File: src/rtl/mg33_ramp_ctrl_pkg.sv
// Shared MG33 definitions: sequencer state encoding, default ramp timing and logic levels.
package mg33_ramp_ctrl_pkg;

  typedef enum logic [1:0] {
    ST_IDLE = 2'd0,
    ST_RAMP = 2'd1,
    ST_STOP = 2'd2,
    ST_DEAD = 2'd3
  } mg33_state_e;

  localparam int unsigned DUTY_MAX_DEF      = 50000;
  localparam int unsigned RAMP_STEP_DEF     = 500;
  localparam int unsigned STEP_INTERVAL_DEF = 50000;
  localparam int unsigned DEAD_TIME_DEF     = 500000;

  localparam logic LOW  = 1'b0;
  localparam logic HIGH = 1'b1;

endpackage

File: src/rtl/mg33_ramp_ctrl_tick_gen.sv
// Interval counter: one-cycle tick after every interval_p enabled cycles; clear
// forces the count back to zero and suppresses the tick.
module mg33_tick_gen #(
  parameter int unsigned interval_p = 4
) (
  input  logic Clk_i,
  input  logic Reset_i,
  input  logic clear_i,
  input  logic enable_i,
  output logic tick_o
);

  localparam int unsigned CW = (interval_p > 1) ? $clog2(interval_p) : 1;
  localparam logic [CW-1:0] LAST = CW'(interval_p - 1);

  logic [CW-1:0] cnt_q, cnt_d;

  always_comb begin
    cnt_d = cnt_q;
    if (clear_i) begin
      cnt_d = '0;
    end else if (enable_i) begin
      cnt_d = (cnt_q == LAST) ? '0 : cnt_q + CW'(1);
    end
  end

  always_ff @(posedge Clk_i or negedge Reset_i) begin
    if (!Reset_i) begin
      cnt_q <= '0;
    end else begin
      cnt_q <= cnt_d;
    end
  end

  assign tick_o = enable_i && !clear_i && (cnt_q == LAST);

endmodule

File: src/rtl/mg33_ramp_ctrl.sv
// MG33 speed-ramp / direction sequencer: slews the duty command toward an accepted
// target and sequences reversals as ramp-down, dead time, ramp-up.
module mg33_ramp_ctrl
  import mg33_ramp_ctrl_pkg::*;
#(
  parameter int unsigned duty_width_p    = 16,
  parameter int unsigned duty_max_p      = DUTY_MAX_DEF,
  parameter int unsigned ramp_step_p     = RAMP_STEP_DEF,
  parameter int unsigned step_interval_p = STEP_INTERVAL_DEF,
  parameter int unsigned dead_time_p     = DEAD_TIME_DEF
) (
  input  logic                    Clk_i,
  input  logic                    Reset_i,
  input  logic                    Req_i,
  input  logic [duty_width_p-1:0] Target_i,
  input  logic                    Dir_i,
  input  logic                    Stop_i,
  output logic                    Ack_o,
  output logic [duty_width_p-1:0] Duty_o,
  output logic                    Dir_o,
  output logic                    Busy_o,
  output mg33_state_e             State_o
);

  localparam int unsigned W = duty_width_p;
  localparam logic [W-1:0] DUTY_MAX = W'(duty_max_p);
  localparam logic [W:0]   STEP     = (W+1)'(ramp_step_p);

  // Command handshake: Req_i is held by the requester until Ack_o; it is only
  // sampled in IDLE, and Ack_o pulses in the cycle after the accepting edge.

  mg33_state_e    state_q;
  logic [W-1:0]   duty_q, tgt_q, duty_next, tgt_clamped;
  logic           dir_q, dir_t_q, ack_q, busy_q;
  logic           step_tick, dead_tick;

  // One step from cur toward goal, computed one bit wider so it can neither
  // wrap below zero nor overshoot the goal.
  function automatic logic [W-1:0] step_toward(input logic [W-1:0] cur,
                                               input logic [W-1:0] goal);
    logic [W:0] cur_x, goal_x, up, dn;
    cur_x  = {1'b0, cur};
    goal_x = {1'b0, goal};
    up     = cur_x + STEP;
    dn     = cur_x - STEP;
    if (cur_x < goal_x) begin
      return (up > goal_x) ? goal : up[W-1:0];
    end else if (dn[W] || (dn < goal_x)) begin
      return goal;
    end else begin
      return dn[W-1:0];
    end
  endfunction

  assign tgt_clamped = (Target_i > DUTY_MAX) ? DUTY_MAX : Target_i;
  assign duty_next   = step_toward(duty_q, (state_q == ST_STOP) ? '0 : tgt_q);

  mg33_tick_gen #(.interval_p(step_interval_p)) u_step_tmr (
    .Clk_i    (Clk_i),
    .Reset_i  (Reset_i),
    .clear_i  (!((state_q == ST_RAMP) || (state_q == ST_STOP))),
    .enable_i (HIGH),
    .tick_o   (step_tick)
  );

  // Dead time only counts once the emergency stop is released.
  mg33_tick_gen #(.interval_p(dead_time_p)) u_dead_tmr (
    .Clk_i    (Clk_i),
    .Reset_i  (Reset_i),
    .clear_i  ((state_q != ST_DEAD) || Stop_i),
    .enable_i (HIGH),
    .tick_o   (dead_tick)
  );

  always_ff @(posedge Clk_i or negedge Reset_i) begin
    if (!Reset_i) begin
      state_q <= ST_IDLE;
      duty_q  <= '0;
      tgt_q   <= '0;
      dir_q   <= HIGH;
      dir_t_q <= HIGH;
      ack_q   <= LOW;
      busy_q  <= LOW;
    end else begin
      ack_q <= LOW;
      if (Stop_i) begin
        duty_q  <= '0;
        tgt_q   <= '0;
        state_q <= ST_DEAD;
        busy_q  <= HIGH;
      end else begin
        case (state_q)
          ST_IDLE: begin
            if (Req_i) begin
              tgt_q   <= tgt_clamped;
              dir_t_q <= Dir_i;
              ack_q   <= HIGH;
              busy_q  <= HIGH;
              if ((Dir_i == dir_q) || (duty_q == '0)) begin
                state_q <= ST_RAMP;
                if (duty_q == '0) dir_q <= Dir_i;
              end else begin
                state_q <= ST_STOP;
              end
            end
          end
          ST_RAMP: begin
            if (duty_q == tgt_q) begin
              state_q <= ST_IDLE;
              busy_q  <= LOW;
            end else if (step_tick) begin
              duty_q <= duty_next;
              if (duty_next == tgt_q) begin
                state_q <= ST_IDLE;
                busy_q  <= LOW;
              end
            end
          end
          ST_STOP: begin
            if (duty_q == '0) begin
              state_q <= ST_DEAD;
            end else if (step_tick) begin
              duty_q <= duty_next;
              if (duty_next == '0) state_q <= ST_DEAD;
            end
          end
          ST_DEAD: begin
            if (dead_tick) begin
              if (tgt_q == '0) begin
                state_q <= ST_IDLE;
                busy_q  <= LOW;
              end else begin
                dir_q   <= dir_t_q;
                state_q <= ST_RAMP;
              end
            end
          end
          default: begin
            state_q <= ST_IDLE;
            busy_q  <= LOW;
          end
        endcase
      end
    end
  end

  assign Ack_o   = ack_q;
  assign Duty_o  = duty_q;
  assign Dir_o   = dir_q;
  assign Busy_o  = busy_q;
  assign State_o = state_q;

endmodule

File: config.mk
export PLATFORM = sky130hd
export DESIGN_NAME = mg33_ramp_ctrl
export DESIGN_NICKNAME = d
export VERILOG_FILES = /design/src/rtl/mg33_ramp_ctrl_pkg.sv /design/src/rtl/mg33_ramp_ctrl_tick_gen.sv /design/src/rtl/mg33_ramp_ctrl.sv
export SDC_FILE = /design/constraint.sdc
export NUM_CORES = 1
export LEC_CHECK = 0
export CAP_MARGIN = 5
export CORE_MARGIN = 3
export CORE_UTILIZATION = 40
export DETAILED_ROUTE_END_ITERATION = 7
export GPL_ROUTABILITY_DRIVEN = 0
export PLACE_DENSITY_LB_ADDON = 0.05
export REMOVE_ABC_BUFFERS = 1
export SLEW_MARGIN = 20
export SYNTH_ARGS = -nofsm -noshare
export SYNTH_HDL_FRONTEND = slang
export SYNTH_SLANG_ARGS = --single-unit
File: constraint.sdc
create_clock -name Clk_i -period 6.2 [get_ports Clk_i]
set_input_delay 1.86 -clock Clk_i [delete_from_list [all_inputs] [get_ports Clk_i]]
set_output_delay 1.86 -clock Clk_i [all_outputs]
set_load 0.1 [all_outputs]
==> impl_metrics.toml, run 1 <==
[outcome]
status = "finished, final reports clean"

[global_route]
grt_max_degree = 74
grt_use_total_pct = 24.2
grt_pass1_wl_mm = 33.9
antenna_found_initial = 0
grt_pass1_vias = 5962
grt-ovfl-total = 0

[detailed_routing]
drc_errors = 0
viasPerCell = 6.05
final_antenna_net_count = 0
routed_wl_mm = 21.1
first_pass_iters = 6
wl_per_cell_um = 20.8
vias = 6156
drt_iter0_drc = 729

[sta]
setup_tns_ps = 0
hold_slack_ps = 454
final-hold-violation-count = 0
rsz0062_at_grt = "false"
fmax_mhz = 172
setup_viol = 0
worst_clock_skew_ps = 7.17
slew_headroom_pct = 33.7
worst_slew_pin_slew_ps = 989
final.min_clock_period_ps = 5820
post-route-period-util_pct = 93.9
maxSlewViolCount = 0

[clock_tree]
htreeDepth = 3
cts_tree = "yes"
clk_path_buf_depth = 2
cts.clk_slew.worst_paths_ps = 60
cts_buffers = 9
clkLatencyLatePin_ps = 340
cts.sink_count = 73
clockRootBuffer = "clkbuf_16"

[synth]
synth_edf_count = 0
synthArstFlopShare_pct = 100
synth_area_um2 = 6410
synthFlopType = "dfrtp_1"
synth-compound-area-share_pct = 21.3
yosysTopAreaCellShare_pct = 27.7
ys_seq_area_share_pct = 28.6
synthSimpleGateAreaFrac_pct = 23.8
synth_mux_area_share_pct = 1.19
synthXorXnorAreaFrac_pct = 9.96
synthAdderAreaFrac_pct = 10.2
synth_area_leaders = "dfrtp_1, ha_1, xor2_1"
synth_cells = 776
ys_types = 77
yosys-top-cells-count = "nand2_1, nor2_1, dfrtp_1, ha_1"
yosys_register_bits = 73
synthMostInstantiatedCell = "nand2_1"
yosys_warnings = 0
synth_top_family_by_area = "simple AND/OR/NAND/NOR gates"
yosys.area.top_type = "dfrtp_1"
syn_avg_cell_area_um2 = 8.26

[finish]
finalNetCount = 875
num_antenna_cells = 0
final_core_utilization_pct = 47.6
fillers = 1557
drive_above_1_share_pct = 8.05
synthToLayoutAreaGrowth_pct = 14.6

[floorplan]
core-area_um2 = 15400
die_area_um2 = 17600
dieWidth_um = 133
row_count = 45
io_pins = 42
dieHeight_um = 133
start_util_pct = 41.5

[pwr]
p_per_area_nw_per_um2 = 335
peakVddDrop_v = 0.000146
power.leakage_nw = 3.20

[placement]
dp_hpwl_mm = 16.3
portBuffers = 41

[critical_path]
crit_slowest_cell = "dfrtp_1"
critPathBufInv = 1
critPathKind = "flip-flop to flip-flop"
cp.arrival_ps = 6040
worstPathRequired_ps = 6420
max_stage_delay_ps = 610
path_max_fanout = 12
start_kind = "flip-flop"
end_kind = "flip-flop"
crit_chain = "inv_1 -> ha_1 -> nand3b_1 -> nor2_1 -> nor4_1 -> xor2_1 -> ha_1 -> a21oi_1 -> a31oi_1 -> o211ai_1 -> a21oi_2 -> o21ai_2 -> nand2_1 -> o21ai_0 -> nand3_1 -> nor4_1 -> o22ai_2 -> mux2_4"
crit_family = "simple AND/OR/NAND/NOR gates"

[job]
max_cap_violations = 0

[worst_hold_path]
hold_class = "flip-flop to flip-flop"
power breakdown:
part	total, mW	switching, mW	internal, mW
Combinational	1.34	0.893	0.451
Clock	0.526	0.203	0.323
Sequential	0.588	0.0659	0.522
Total	2.46	1.16	1.30
what timing repair did:
item                       4_1_cts  5_1_grt
setup buffers                    0        0
gates resized for setup          0        1
hold buffers                     0        0
setup endpoints to repair        0        2
per-stage QoR:
step           instances  setup WS (ps)  total power [mW]  instance area, µm²
2_1_floorplan        733            975              1.50                6220
3_3_place_gp        1002            280              1.89                7020
3_5_place_dp        1002            215              1.89                7020
4_1_cts             1018            187              2.43                7330
5_1_grt             1018           77.0              2.59                7340
6_report            1018            379              2.46                7340
sequential cells by signal, indices dropped and copies added, names as in the netlist:
name              count
Busy_o                1
State_o               2
Duty_o               16
tgt_q                16
u_step_tmr.cnt_q     16
Dir_o                 1
Ack_o                 1
u_dead_tmr.cnt_q     19
dir_t_q               1
area by class of cell:
cell class | instances | area, µm² | share of cell area [%]
clock buffers | 10 | 239 | 3.26
flip-flops and latches | 73 | 1830 | 24.9
clock inverters | 6 | 67.6 | 0.920
multi-input cells | 625 | 4270 | 58.2
well taps | 211 | 264 | 3.60
inverters | 35 | 131 | 1.79
repair buffers | 58 | 536 | 7.30
routing by layer:
| metal | vias to the layer above | part of all wire, % | wire length, µm | global-route usage (%) |
|---|---|---|---|---|
| li1 | 2872 | - | - | - |
| met2 | 263 | 44 | 9250 | 37.4 |
| met5 | - | 0 | 0 | 0 |
| met1 | 2970 | 46 | 9680 | 33.7 |
| met3 | 51 | 8.1 | 1710 | 6.08 |
| met4 | 0 | 2.4 | 497 | 6.47 |
final timing paths:
kind                                        from                             end  slack (ps)  cells past startpoint
min                          dir_t_q$_DFFE_PN1P_             dir_t_q$_DFFE_PN1P_         450                      2
max                        Duty_o[2]$_DFFE_PN0P_          State_o[1]$_DFFE_PN0P_         380                     18
max in group asynchronous                Reset_i          Duty_o[14]$_DFFE_PN0P_        3920                      1
max reg2reg                Duty_o[2]$_DFFE_PN0P_          State_o[1]$_DFFE_PN0P_         380                     18
min in group asynchronous                Reset_i  u_dead_tmr.cnt_q[10]$_DFF_PN0_        1620                      1
min reg2reg                  dir_t_q$_DFFE_PN1P_             dir_t_q$_DFFE_PN1P_         450                      2
kinds of logic (layout without fill, tap and decap cells):
kind of cell,Yosys count,after routing
compound gates,191,191
flops,73,73
mux,7,7
fa+ha+maj,52,52
buf+inv,78,109
simple gates,303,303
xor+xnor,72,72
layout by cell type, fill, tap and decap left out, types with 7 or more instances in the layout:
master,n
or3_1,8
o22ai_1,7
xor2_1,43
nor2_1,74
nand4_1,18
nand2_1,83
clkdlybuf4s50_1,40
inv_1,34
a21oi_1,43
a21o_1,9
a22o_1,13
nor4_1,17
a211oi_1,8
nand3_1,25
and3_1,16
buf_4,18
o21ai_0,37
clkbuf_16,9
nand2b_1,9
dfrtp_1,71
ha_1,52
nor3_1,18
xnor2_1,28
worst register-to-register path: stages, from the launching register on:
cell and delay [ps]:
dfrtp_1 610, inv_1 200, ha_1 260, nand3b_1 320, nor2_1 460, nor4_1 110
xor2_1 430, ha_1 360, a21oi_1 240, a31oi_1 200, o211ai_1 160, a21oi_2 110
o21ai_2 540, nand2_1 360, o21ai_0 330, nand3_1 110, nor4_1 440, o22ai_2 160
mux2_4 320
(Power assumes the default switching activity.)
==> run 2: changes to the inputs <==
--- a/config.mk
+++ b/config.mk
@@ -7,7 +7,7 @@
 export LEC_CHECK = 0
 export CAP_MARGIN = 5
 export CORE_MARGIN = 3
-export CORE_UTILIZATION = 40
+export CORE_UTILIZATION = 55
 export DETAILED_ROUTE_END_ITERATION = 7
 export GPL_ROUTABILITY_DRIVEN = 0
 export PLACE_DENSITY_LB_ADDON = 0.05
==> impl_metrics.toml, run 2 (synthesis results as in run 1) <==
[pwr]
clkPwrFrac_pct = 25.2
p_int_mw = 1.43
peakVddDrop_v = 0.000274
p_sw_mw = 1.14
p_per_area_nw_per_um2 = 354
power.leakage_nw = 3.20
power_frac_comb_pct = 51.4
seq_power_share_pct = 23.3
power.share.switching_pct = 44.4

[sta]
maxSlewViolCount = 0
slew_headroom_pct = 34.0
final.min_clock_period_ps = 5720
rsz0062_at_grt = "false"
final-hold-violation-count = 0
worst_slew_pin_slew_ps = 987
fin_ws_ps = 480
hold_slack_ps = 459
setup_tns_ps = 0
post-route-period-util_pct = 92.3
setup_viol = 0
worst_clock_skew_ps = 5.04
fmax_mhz = 175

[placement]
dpl_worst_slack_ps = 513
dp_hpwl_mm = 15.1
postPlaceCellArea_um2 = 6880
portBuffers = 41

[critical_path]
path_max_fanout = 15
critPathKind = "flip-flop to flip-flop"
max_stage_delay_ps = 620
cp.arrival_ps = 5930
crit_chain = "inv_1 -> ha_1 -> nand3b_1 -> nor2_1 -> nor3b_1 -> xnor2_1 -> inv_1 -> ha_1 -> nand2_1 -> a31oi_1 -> o211ai_1 -> a21oi_2 -> o21a_1 -> nor3_1 -> a222oi_1 -> nand3b_1 -> nor4_1 -> o22ai_2 -> mux2_4"
start_kind = "flip-flop"
worstPathRequired_ps = 6410
end_kind = "flip-flop"
crit_slowest_cell = "dfrtp_1"

[clock_tree]
cts_buffers = 9
cts.clk_slew.worst_paths_ps = 60
clkLatencyLatePin_ps = 330
cts.sink_count = 73
ctsHoldBuffers = 0
htreeDepth = 3
clockRootBuffer = "clkbuf_16"
clk_path_buf_depth = 2
cts_tree = "yes"

[detailed_routing]
first_pass_iters = 8
vias = 6252
drc_errors = 8
wl_per_cell_um = 21.1
drt_iter0_drc = 827
viasPerCell = 6.64
final_antenna_net_count = 0
routed_wl_mm = 19.9

[finish]
fillers = 946
finalNetCount = 869
final_common_cell = "nand2_1"
final_cell_mix = "nand2_1, nor2_1, dfrtp_1"
multi_input_area_um2 = 4260
design_area_um2 = 7260
seq_area_um2 = 1830
largest_reg_flops = 19
num_antenna_cells = 0
final_core_utilization_pct = 65.3
drive_above_1_share_pct = 7.24
regMostFlops = "u_dead_tmr.cnt_q"
synthToLayoutAreaGrowth_pct = 13.3

[outcome]
violations = "design-rule violations"
status = "complete, but fails checks"

[global_route]
grt_max_degree = 74
grt_use_total_pct = 31.6
grt-ovfl-total = 0
grt_pass1_wl_mm = 32.5
antenna_found_initial = 0
grt_pass1_vias = 6081

[floorplan]
dieHeight_um = 114
dieWidth_um = 114
row_count = 38
core-area_um2 = 11100
die_area_um2 = 13000
io_pins = 42
start_util_pct = 57.6

[worst_hold_path]
hold_class = "flip-flop to flip-flop"

[job]
max_cap_violations = 0
==> run 2: layout make-up <==
type	instances	area share (%)
Clock buffer	11	3.48
Clock inverter	5	1.72
Inverter	35	1.81
Multi-Input combinational cell	625	58.7
Sequential cell	73	25.2
Tap cell	140	2.41
Timing Repair Buffer	52	6.72
==> run 2: stage by stage <==
| stage | std cells | power (mW) |
|---|---|---|
| floorplan | 733 | 1.50 |
| global placement | 924 | 1.85 |
| detailed placement | 925 | 1.87 |
| CTS | 941 | 2.53 |
| global route | 941 | 2.70 |
| finish | 941 | 2.57 |
==> run 2: worst max-delay path, delay by kind of cell (launching register included) <==
family                     cells  cell delay, ps
DFF                            1             620
and+or+nand+nor                7            1610
adders and majority gates      2             580
xor gates and xnor gates       1             260
muxes                          1             320
AOI/OAI and AO/OA              6            1900
buffers and inverters          2             330
==> run 2: layer usage <==
layer	GRT usage [%]	part of all wire (%)	wire length, µm	up-vias
met3	9.50	12	2330	91
met1	44.6	42	8290	2881
met2	45.4	42	8420	424
met5	0	0	0	-
li1	-	-	-	2856
met4	12.8	4.2	837	0
==> run 2: power by group through the flow <==
stage | registers [mW] | logic [mW] | clock network [mW]
after floorplan | 0.706 | 0.794 | 0
after global placement | 0.601 | 1.25 | 0
after detailed placement | 0.602 | 1.27 | 0
after CTS | 0.595 | 1.28 | 0.656
after global routing | 0.602 | 1.42 | 0.679
final | 0.599 | 1.32 | 0.648
==> run 2: final timing paths <==
check,start,end,slack [ps],depth (start not counted)
min,dir_t_q$_DFFE_PN1P_,dir_t_q$_DFFE_PN1P_,460,2
min reg2reg,dir_t_q$_DFFE_PN1P_,dir_t_q$_DFFE_PN1P_,460,2
max in group asynchronous,Reset_i,State_o[1]$_DFFE_PN0P_,3870,2
min in group asynchronous,Reset_i,u_dead_tmr.cnt_q[11]$_DFF_PN0_,1740,2
max,Duty_o[2]$_DFFE_PN0P_,State_o[1]$_DFFE_PN0P_,480,19
max reg2reg,Duty_o[2]$_DFFE_PN0P_,State_o[1]$_DFFE_PN0P_,480,19
==> run 2: what timing repair did <==
| item | in CTS | in global routing |
|---|---|---|
| resized for setup | 0 | 1 |
| setup endpoints to repair | 0 | 2 |
| buffers inserted | 0 | 0 |
==> run 3: changes to the inputs <==
--- a/config.mk
+++ b/config.mk
@@ -5,6 +5,7 @@
 export SDC_FILE = /design/constraint.sdc
 export NUM_CORES = 1
 export LEC_CHECK = 0
+export ABC_AREA = 0
 export CAP_MARGIN = 5
 export CORE_MARGIN = 3
 export CORE_UTILIZATION = 55
==> results of run 3 <==
Same layout as run 2: the final DEF is identical, and so are final timing and power.
